### src/rtl/debounce_bank.sv
// debounce_bank
// Multi-channel tick-based switch debouncer for the keypad/button front end.
// Each raw input is synchronised through two flops. It is then filtered against a
// shared prescaled tick, so a level change is accepted only after DB_TICKS
// consecutive ticks of disagreement. The block reports:
//   - stable levels,
//   - one-cycle press/release/hold strobes,
//   - a sticky per-channel press event that is cleared by an acknowledge.
//
// Ports
//   clk            in   1    system clock
//   n_reset        in   1    synchronous reset, active low
//   button_in      in   NCH  raw asynchronous switch inputs
//   ev_ack         in   NCH  level acknowledge, clears ev_pending[i]
//   db_out         out  NCH  debounced level
//   press_pulse    out  NCH  1-cycle strobe, db_out[i] became ACTIVE_LEVEL
//   release_pulse  out  NCH  1-cycle strobe, db_out[i] became idle
//   hold_pulse     out  NCH  1-cycle strobe after HOLD_TICKS ticks of press
//   hold_active    out  NCH  high from hold_pulse until release
//   ev_pending     out  NCH  sticky press event
//   any_active     out  1    some channel is pressed
//   tick_out       out  1    prescaler tick, one cycle every TICK_DIV
module debounce_bank #(
    parameter int unsigned NCH          = 4,
    parameter int unsigned TICK_DIV     = 27000,
    parameter int unsigned DB_TICKS     = 20,
    parameter int unsigned HOLD_TICKS   = 1000,
    parameter logic        ACTIVE_LEVEL = 1'b1
) (
    input  logic           clk,
    input  logic           n_reset,
    input  logic [NCH-1:0] button_in,
    input  logic [NCH-1:0] ev_ack,
    output logic [NCH-1:0] db_out,
    output logic [NCH-1:0] press_pulse,
    output logic [NCH-1:0] release_pulse,
    output logic [NCH-1:0] hold_pulse,
    output logic [NCH-1:0] hold_active,
    output logic [NCH-1:0] ev_pending,
    output logic           any_active,
    output logic           tick_out
);

    localparam int unsigned PW = (TICK_DIV > 1) ? $clog2(TICK_DIV) : 1;
    localparam int unsigned CW = $clog2(DB_TICKS + 1);
    localparam int unsigned HW = (HOLD_TICKS > 0) ? $clog2(HOLD_TICKS + 1) : 1;

    localparam logic [PW-1:0]  PRESC_LAST = PW'(TICK_DIV - 1);
    localparam logic [CW-1:0]  DB_LAST    = CW'(DB_TICKS - 1);
    localparam logic [HW-1:0]  HOLD_LAST  = HW'((HOLD_TICKS > 0) ? HOLD_TICKS - 1 : 0);
    localparam logic [NCH-1:0] IDLE_V     = {NCH{~ACTIVE_LEVEL}};
    localparam logic [NCH-1:0] ACTIVE_V   = {NCH{ACTIVE_LEVEL}};
    localparam bit             HOLD_EN    = (HOLD_TICKS > 0);

    logic [PW-1:0]  presc_q, presc_d;
    logic           tick;

    logic [NCH-1:0] s1_q, s2_q;
    logic [NCH-1:0] db_q, db_d;
    logic [CW-1:0]  cnt_q [NCH];
    logic [CW-1:0]  cnt_d [NCH];

    logic [NCH-1:0] press_q, press_d;
    logic [NCH-1:0] release_q, release_d;
    logic [NCH-1:0] hold_p_q, hold_p_d;
    logic [NCH-1:0] hold_a_q, hold_a_d;
    logic [HW-1:0]  hcnt_q [NCH];
    logic [HW-1:0]  hcnt_d [NCH];
    logic [NCH-1:0] ev_q, ev_d;

    assign tick    = (presc_q == PRESC_LAST);
    assign presc_d = tick ? '0 : presc_q + PW'(1);

    always_comb begin
        db_d      = db_q;
        cnt_d     = cnt_q;
        press_d   = '0;
        release_d = '0;
        hold_p_d  = '0;
        hold_a_d  = hold_a_q;
        hcnt_d    = hcnt_q;
        ev_d      = '0;

        for (int i = 0; i < NCH; i++) begin
            // Any sample agreeing with the current level restarts the filter.
            if (s2_q[i] == db_q[i]) begin
                cnt_d[i] = '0;
            end else if (tick) begin
                if (cnt_q[i] == DB_LAST) begin
                    db_d[i]  = s2_q[i];
                    cnt_d[i] = '0;
                    if (s2_q[i] == ACTIVE_LEVEL) press_d[i]   = 1'b1;
                    else                         release_d[i] = 1'b1;
                end else begin
                    cnt_d[i] = cnt_q[i] + CW'(1);
                end
            end

            // The hold counter stays frozen once hold_active is set; it restarts
            // on either edge of db_out.
            if (!HOLD_EN) begin
                hcnt_d[i]   = '0;
                hold_a_d[i] = 1'b0;
            end else if (press_d[i] || release_d[i]) begin
                hcnt_d[i]   = '0;
                hold_a_d[i] = 1'b0;
            end else if (db_q[i] != ACTIVE_LEVEL) begin
                hcnt_d[i]   = '0;
            end else if (!hold_a_q[i] && tick) begin
                hcnt_d[i] = hcnt_q[i] + HW'(1);
                if (hcnt_q[i] == HOLD_LAST) begin
                    hold_a_d[i] = 1'b1;
                    hold_p_d[i] = 1'b1;
                end
            end

            // A new press wins over an acknowledge sampled on the same edge.
            ev_d[i] = press_d[i] | (ev_q[i] & ~ev_ack[i]);
        end
    end

    always_ff @(posedge clk) begin
        if (!n_reset) begin
            presc_q   <= '0;
            s1_q      <= IDLE_V;
            s2_q      <= IDLE_V;
            db_q      <= IDLE_V;
            press_q   <= '0;
            release_q <= '0;
            hold_p_q  <= '0;
            hold_a_q  <= '0;
            ev_q      <= '0;
            for (int i = 0; i < NCH; i++) begin
                cnt_q[i]  <= '0;
                hcnt_q[i] <= '0;
            end
        end else begin
            presc_q   <= presc_d;
            s1_q      <= button_in;
            s2_q      <= s1_q;
            db_q      <= db_d;
            press_q   <= press_d;
            release_q <= release_d;
            hold_p_q  <= hold_p_d;
            hold_a_q  <= hold_a_d;
            ev_q      <= ev_d;
            for (int i = 0; i < NCH; i++) begin
                cnt_q[i]  <= cnt_d[i];
                hcnt_q[i] <= hcnt_d[i];
            end
        end
    end

    assign db_out        = db_q;
    assign press_pulse   = press_q;
    assign release_pulse = release_q;
    assign hold_pulse    = hold_p_q;
    assign hold_active   = hold_a_q;
    assign ev_pending    = ev_q;
    assign any_active    = |(~(db_q ^ ACTIVE_V));
    assign tick_out      = tick;

endmodule

### config.mk
export PLATFORM = sky130hd
export DESIGN_NAME = debounce_bank
export DESIGN_NICKNAME = d
export VERILOG_FILES = /design/src/rtl/debounce_bank.sv
export SDC_FILE = /design/constraint.sdc
export NUM_CORES = 1
export LEC_CHECK = 0
export CORE_MARGIN = 2
export CORE_UTILIZATION = 55
export DETAILED_ROUTE_END_ITERATION = 8
export GPL_ROUTABILITY_DRIVEN = 1
export PLACE_DENSITY = 0.76
export SKIP_CTS_REPAIR_TIMING = 1
export SLEW_MARGIN = 20
export SYNTH_ARGS = -nofsm -noshare
export SYNTH_HDL_FRONTEND = slang
export SYNTH_SLANG_ARGS = --single-unit
### constraint.sdc
create_clock -name clk -period 3.1 [get_ports clk]
set_input_delay 0.31 -clock clk [delete_from_list [all_inputs] [get_ports clk]]
set_output_delay 0.31 -clock clk [all_outputs]
set_load 0.005 [all_outputs]
==> impl_metrics.json, run 1 <==
{
  "result_of_the_run": "finished clean",
  "routed_wirelength_um": 10300,
  "drive_above_1_share": 0.0664,
  "cts_buffers": 9,
  "layout.nets": 586,
  "first_pass_iters": 4,
  "synthesis.yosys.warnings": 0,
  "hpwl_um": 6970,
  "final_hold_viol_count": 0,
  "top_library_cells_by_usage_in_the_layout_fill_and_taps_aside": "dfxtp_1 (107), a21oi_1 (60), nand2_1 (37)",
  "synthToLayoutAreaGrowth_pct": 12.4,
  "clk_latency_ns": 0.36,
  "num-fill-cells": 723,
  "yosys_register_bits": 107,
  "finalMaxSlewViolations": 0,
  "port_buffers": 35,
  "first_iter_violations": 185,
  "timing.hold.ws_ns": 0.455,
  "post-route-drc-count": 0,
  "avgViaCountPerCell": 6.09,
  "cts.path.max_buffers": 2,
  "worstHoldStart": "s1_q[1]",
  "synthesis.nets": 562,
  "endpoint_type_of_the_worst_setup_path": "primary output",
  "pwr_dens_mw_per_mm2": 431,
  "grt_setup_unrepaired": "false",
  "synthCells": 543,
  "timing.reg2reg.worst_path_depth": 6,
  "via_count_of_the_first_global_routing_pass": 3882,
  "whs_path_depth": 1,
  "maxCapViolCount": 0,
  "core.rowCount": 34,
  "dieWidth_um": 98.1,
  "antennaDiodeCount": 0,
  "setup_viol_count_final": 0,
  "global_route.usage.met1": 0.294,
  "synth_async_sr_flop_share": 0,
  "seq_area_mm2": 0.00214,
  "final.setup_skew_ns": 0.00882,
  "antenna_found_initial": 0,
  "dieHeight_um": 98.1,
  "worstReg2RegEnd": "hcnt_q[29]",
  "root_buffer": "clkbuf_8",
  "synth.avg_cell_area_um2": 8.97,
  "report.power.total_w": 0.00236,
  "layout.cells.most_common": "dfxtp_1",
  "multiInputGateArea_mm2": 0.00255,
  "wire_length_of_the_first_global_routing_pass_um": 17900,
  "total_leakage_power_nw": 1.68,
  "grt_start_max_net_pins": 37,
  "holdCritPathClass": "reg2reg",
  "met3_demand_to_capacity_share_in_global_routing": 0.0444,
  "number_of_flops_mapped_to_enable_cells_by_yosys": 0,
  "worstHoldEndpoint": "s2_q[1]",
  "critical_path.max_stage_delay_ns": 0.67,
  "dominantRegCellSynth": "dfxtp_1",
  "routed-via-count": 4140,
  "setup-tns-final_ns": 0,
  "vdd_drop_max_mv": 0.298,
  "r2r_start": "presc_q[0]",
  "rrSetupSlack_ns": 0.51,
  "path_cells": "ha_1, nand4bb_1, or4_4, inv_1, clkdlybuf4s50_1",
  "worst_path_max_delay_cell": "or4_4",
  "worst_slew_pin_slew_ns": 0.709,
  "overflow": 0,
  "max_clock_freq_mhz": 349,
  "critical_path.startpoint_type": "flip-flop",
  "tritoncts_num_sinks": 107,
  "avgRoutedWirePerCell_um": 15.1,
  "post_layout_min_period_ns": 2.87,
  "timing.setup.critical_path_class": "reg2out",
  "cp_max_fo": 36,
  "globalRoute.busiestLayer": "met2",
  "routabilityCongestion": 0.787,
  "yosysUniqueCellTypes": 46,
  "synth.yosys.seq_area_share": 0.440,
  "mappedNetlistArea_mm2": 0.00487,
  "grtUsageTotal": 0.222,
  "max-slew-margin-rel": 0.527,
  "clk_pin_slew_ns": 0.10,
  "initial_utilization": 0.564,
  "critical-path-top-delay-family": "simple AND/OR/NAND/NOR gates",
  "die_outline_area_mm2": 0.00962,
  "worst_ep_required_time_ns": 2.79,
  "critical_path_arrival_ns": 2.56,
  "clock_tree_from_tritoncts": "yes",
  "design.core.area_mm2": 0.00864,
  "critical_path_buf_inv_count": 2,
  "cts_htree_levels": 3,
  "use_met2": 0.368,
  "floorplan.io_pins": 36,
  "timing.final.crit_share": 0.925,
  "drt.antenna.violating_nets": 0
}
-- through the flow --
step	utilization	setup slack (ns)	instances	cell area, µm²
finish	0.634	0.233	680	5470
global route	0.634	0.0917	680	5470
CTS	0.634	0.220	680	5470
detailed placement	0.609	0.530	664	5260
global placement	0.609	0.630	664	5260
floorplan	-	0.922	543	4870
-- layout make-up --
class | instances | share of cell area
Clock buffer | 10 | 0.0233
Tap cell | 108 | 0.0247
Clock inverter | 6 | 0.0160
Multi-Input combinational cell | 399 | 0.466
Timing Repair Buffer | 41 | 0.0723
Inverter | 9 | 0.00617
Sequential cell | 107 | 0.391
-- state kept, by name, summed over array words and instances (netlist names) --
| signal | cells |
|---|---|
| press_pulse | 4 |
| db_out | 4 |
| cnt_q | 20 |
| release_pulse | 4 |
| hold_active | 4 |
| s2_q | 4 |
| ev_pending | 4 |
| hold_pulse | 4 |
| s1_q | 4 |
| presc_q | 15 |
| hcnt_q | 40 |
-- where the power goes --
part | total (W) | switching [W] | internal [W]
clock network | 0.000922 | 0.000463 | 0.000459
logic | 0.0000451 | 0.0000245 | 0.0000206
registers | 0.00139 | 0.00000883 | 0.00138
-- cells by family after synthesis --
kind of cell | share of synthesized area
AO/OA/AOI/OAI | 0.167
XOR/XNOR | 0.0396
adder cells (fa/ha/maj) | 0.0231
buffers and inverters | 0.0362
flip-flops | 0.440
multiplexers | 0.00822
AND/OR/NAND/NOR | 0.286
-- cells in the mapped netlist, drive strengths merged (13+ instances only) --
library cell,count,area share
a21oi,61,0.063
nand4,14,0.018
nand2,37,0.029
nor2,35,0.027
o31ai,16,0.025
clkbuf,14,0.011
o21ai,32,0.033
nand3,34,0.035
xnor2,13,0.023
or4,19,0.031
or3,26,0.033
dfxtp,107,0.44
buf,14,0.019
-- worst max path at each step --
stage / startpoint / end / slack (ns) / depth (start not counted)
floorplan: presc_q[0] / hcnt_q[9] / 0.92 / 8
global placement: presc_q[0] / hcnt_q[29] / 0.63 / 6
detailed placement: presc_q[0] / hcnt_q[29] / 0.53 / 6
CTS: presc_q[0] / tick_out / 0.22 / 5
global route: presc_q[0] / tick_out / 0.09 / 5
finish: presc_q[0] / tick_out / 0.23 / 5
-- metal layers --
| metal | up-vias | wire length, µm |
|---|---|---|
| met4 | 0 | 170 |
| met5 | - | 0 |
| met1 | 1984 | 4850 |
| met3 | 18 | 470 |
| met2 | 83 | 4800 |
| li1 | 2055 | - |
Note: power is estimated with default switching activity, not from simulation.
==> run 2, diff against run 1 <==
- CAP_MARGIN: not set -> 20
- CTS_CLUSTER_DIAMETER: not set -> 60
- DONT_BUFFER_PORTS: not set -> 1
- PLACE_DENSITY: 0.76 -> 0.7
==> run 2 against run 1 <==
Compared with the run above:
- sequential power barely moved
- wire length fell by 5.3%
- global-route usage fell by 1.7 points
- clock skew rose by 0.0024 ns
- power fell by 8.2%
- worst setup slack improved by 0.17 ns
- non-clock buffer count fell by 36
- die area did not move
- first-iteration DRC count fell by 15%
- clock power fell by 19%
- final cell count fell by 5.4%
- highest routed layer unchanged
- critical endpoint unchanged
==> impl_metrics.json, run 2 (same netlist as run 1, synthesis figures left out) <==
{
  "worstSetupPathDepth": 5,
  "place_inst": 628,
  "worst_path_max_delay_cell": "or4_4",
  "floorplan.io_pins": 36,
  "grt_setup_unrepaired": "false",
  "holdCritPathClass": "in2reg",
  "worst_slew_pin_slew_ns": 0.683,
  "drt.antenna.violating_nets": 0,
  "setup-tns-final_ns": 0,
  "finalNonFillerCells": 643,
  "result_of_the_run": "finished clean",
  "internal_power_w": 0.00168,
  "routed-via-count": 3913,
  "seq_power_share": 0.642,
  "clk_pin_slew_ns": 0.10,
  "critical-path-top-delay-family": "simple AND/OR/NAND/NOR gates",
  "root_buffer": "clkbuf_8",
  "finalWorstSetupSlack_ns": 0.402,
  "first_pass_iters": 4,
  "final_core_utilization": 0.587,
  "layout.cells.most_common": "dfxtp_1",
  "cts_buffers": 9,
  "initial_utilization": 0.564,
  "critical_path_arrival_ns": 2.39,
  "antenna_found_initial": 0,
  "overflow": 0,
  "dieHeight_um": 98.1,
  "tritoncts_num_sinks": 107,
  "endpoint_type_of_the_worst_setup_path": "primary output",
  "core.rowCount": 34,
  "cp_max_fo": 44,
  "routabilityCongestion": 0.833,
  "clock_tree_from_tritoncts": "yes",
  "place_area_mm2": 0.00491,
  "avgRoutedWirePerCell_um": 15.2,
  "timing.critical_path.from": "presc_q[0]",
  "rrSetupSlack_ns": 0.46,
  "pre_cts_slack_ns": 0.491,
  "largest_register_ffs": 40,
  "via_count_of_the_first_global_routing_pass": 3434,
  "clock_network_power_share": 0.346,
  "cts_htree_levels": 3,
  "final_hold_viol_count": 0,
  "synthToLayoutAreaGrowth_pct": 4.14,
  "timing.setup.critical_path_class": "reg2out",
  "timing.final.crit_share": 0.870,
  "routed_wirelength_um": 9740,
  "vdd_drop_max_mv": 0.258,
  "critical_path.endpoint": "tick_out",
  "path_cells": "ha_1, nand4bb_1, or4_4, inv_1, buf_4",
  "timing.reg2reg.worst_path_depth": 6,
  "worstReg2RegEnd": "hcnt_q[7]",
  "largest-register": "hcnt_q",
  "hpwl_um": 6620,
  "setup_viol_count_final": 0,
  "port_buffers": 0,
  "cts.path.max_buffers": 2,
  "clk_latency_ns": 0.36,
  "wire_length_of_the_first_global_routing_pass_um": 16400,
  "grtUsageTotal": 0.206,
  "design.core.area_mm2": 0.00864,
  "die_outline_area_mm2": 0.00962,
  "maxCapViolCount": 0,
  "top_library_cells_by_usage_in_the_layout_fill_and_taps_aside": "dfxtp_1 (107), a21oi_1 (60), nand2_1 (37)",
  "reported_net_switching_power_w": 0.000480,
  "pwr_dens_mw_per_mm2": 427,
  "total_leakage_power_nw": 1.52,
  "first_iter_violations": 157,
  "post-route-drc-count": 0,
  "max-slew-margin-rel": 0.541,
  "avgViaCountPerCell": 6.09,
  "finalMaxSlewViolations": 0,
  "worst_ep_required_time_ns": 2.79,
  "grt_start_max_net_pins": 50,
  "layout.nets": 550,
  "post_layout_min_period_ns": 2.70,
  "final.setup_skew_ns": 0.0112,
  "post-route-cell-area_mm2": 0.00507,
  "max_clock_freq_mhz": 371,
  "critical_path_buf_inv_count": 2,
  "critical_path.max_stage_delay_ns": 0.72,
  "biggestRegsByFlops": "hcnt_q: 40 flops, cnt_q: 20 flops, presc_q: 15 flops",
  "r2r_start": "presc_q[0]",
  "switching_power_share_of_the_total": 0.222,
  "p_comb_frac": 0.012,
  "critical_path.startpoint_type": "flip-flop",
  "antennaDiodeCount": 0,
  "dieWidth_um": 98.1,
  "drive_above_1_share": 0.0636
}
## run 2: worst register-to-register path, delay by kind of cell, from the launching register on
kind                       cells  cell delay (ns)
and+or+nand+nor                3             1.47
DFF                            1             0.39
buffers and inverters          1             0.30
adders and majority gates      1             0.27
AOI/OAI and AO/OA              1             0.15
## run 2: area by class of cell
class	instances	area, µm²
clock buffer	12	135
clock inverter	3	23.8
fill	796	3570
inverter	9	33.8
multi-input combinational	399	2550
sequential	107	2140
tap	108	135
timing repair buffer	5	50.0
## run 2: worst min-delay path by stage
stage,startpoint,to,depth (start not counted)
after global placement,s1_q[0],s2_q[0],1
after CTS,n_reset,release_pulse[3],2
after floorplan,s1_q[0],s2_q[0],1
after global routing,n_reset,s1_q[2],1
after detailed placement,s1_q[0],s2_q[0],1
final,button_in[1],s1_q[1],1
## run 2: stage by stage
stage | total power [W] | hold WS (ns)
2_1_floorplan | 0.00145 | 0.412
3_3_place_gp | 0.00145 | 0.413
3_5_place_dp | 0.00145 | 0.429
4_1_cts | 0.00219 | 0.0493
5_1_grt | 0.00224 | 0.0528
6_report | 0.00216 | 0.0694
## run 2: power groups by stage
stage | clock network, W | logic (W) | registers [W]
6_report | 0.000749 | 0.0000256 | 0.00139
5_1_grt | 0.000822 | 0.0000291 | 0.00139
4_1_cts | 0.000771 | 0.0000259 | 0.00139
2_1_floorplan | 0 | 0.0000280 | 0.00142
3_3_place_gp | 0 | 0.0000263 | 0.00142
3_5_place_dp | 0 | 0.0000258 | 0.00142
## run 2: metal layers
layer  wire, µm  share of wire  track usage
met1       4630           0.48        0.268
met2       4560           0.47        0.330
met3        397          0.041       0.0623
met4        159          0.016       0.0620
met5          0              0            0
==> run 3, diff against run 2 <==
- ABC_CLOCK_PERIOD_IN_PS: not set -> 3100
==> results of run 3 <==
No change in the layout: final DEF, timing and power equal those of run 2.
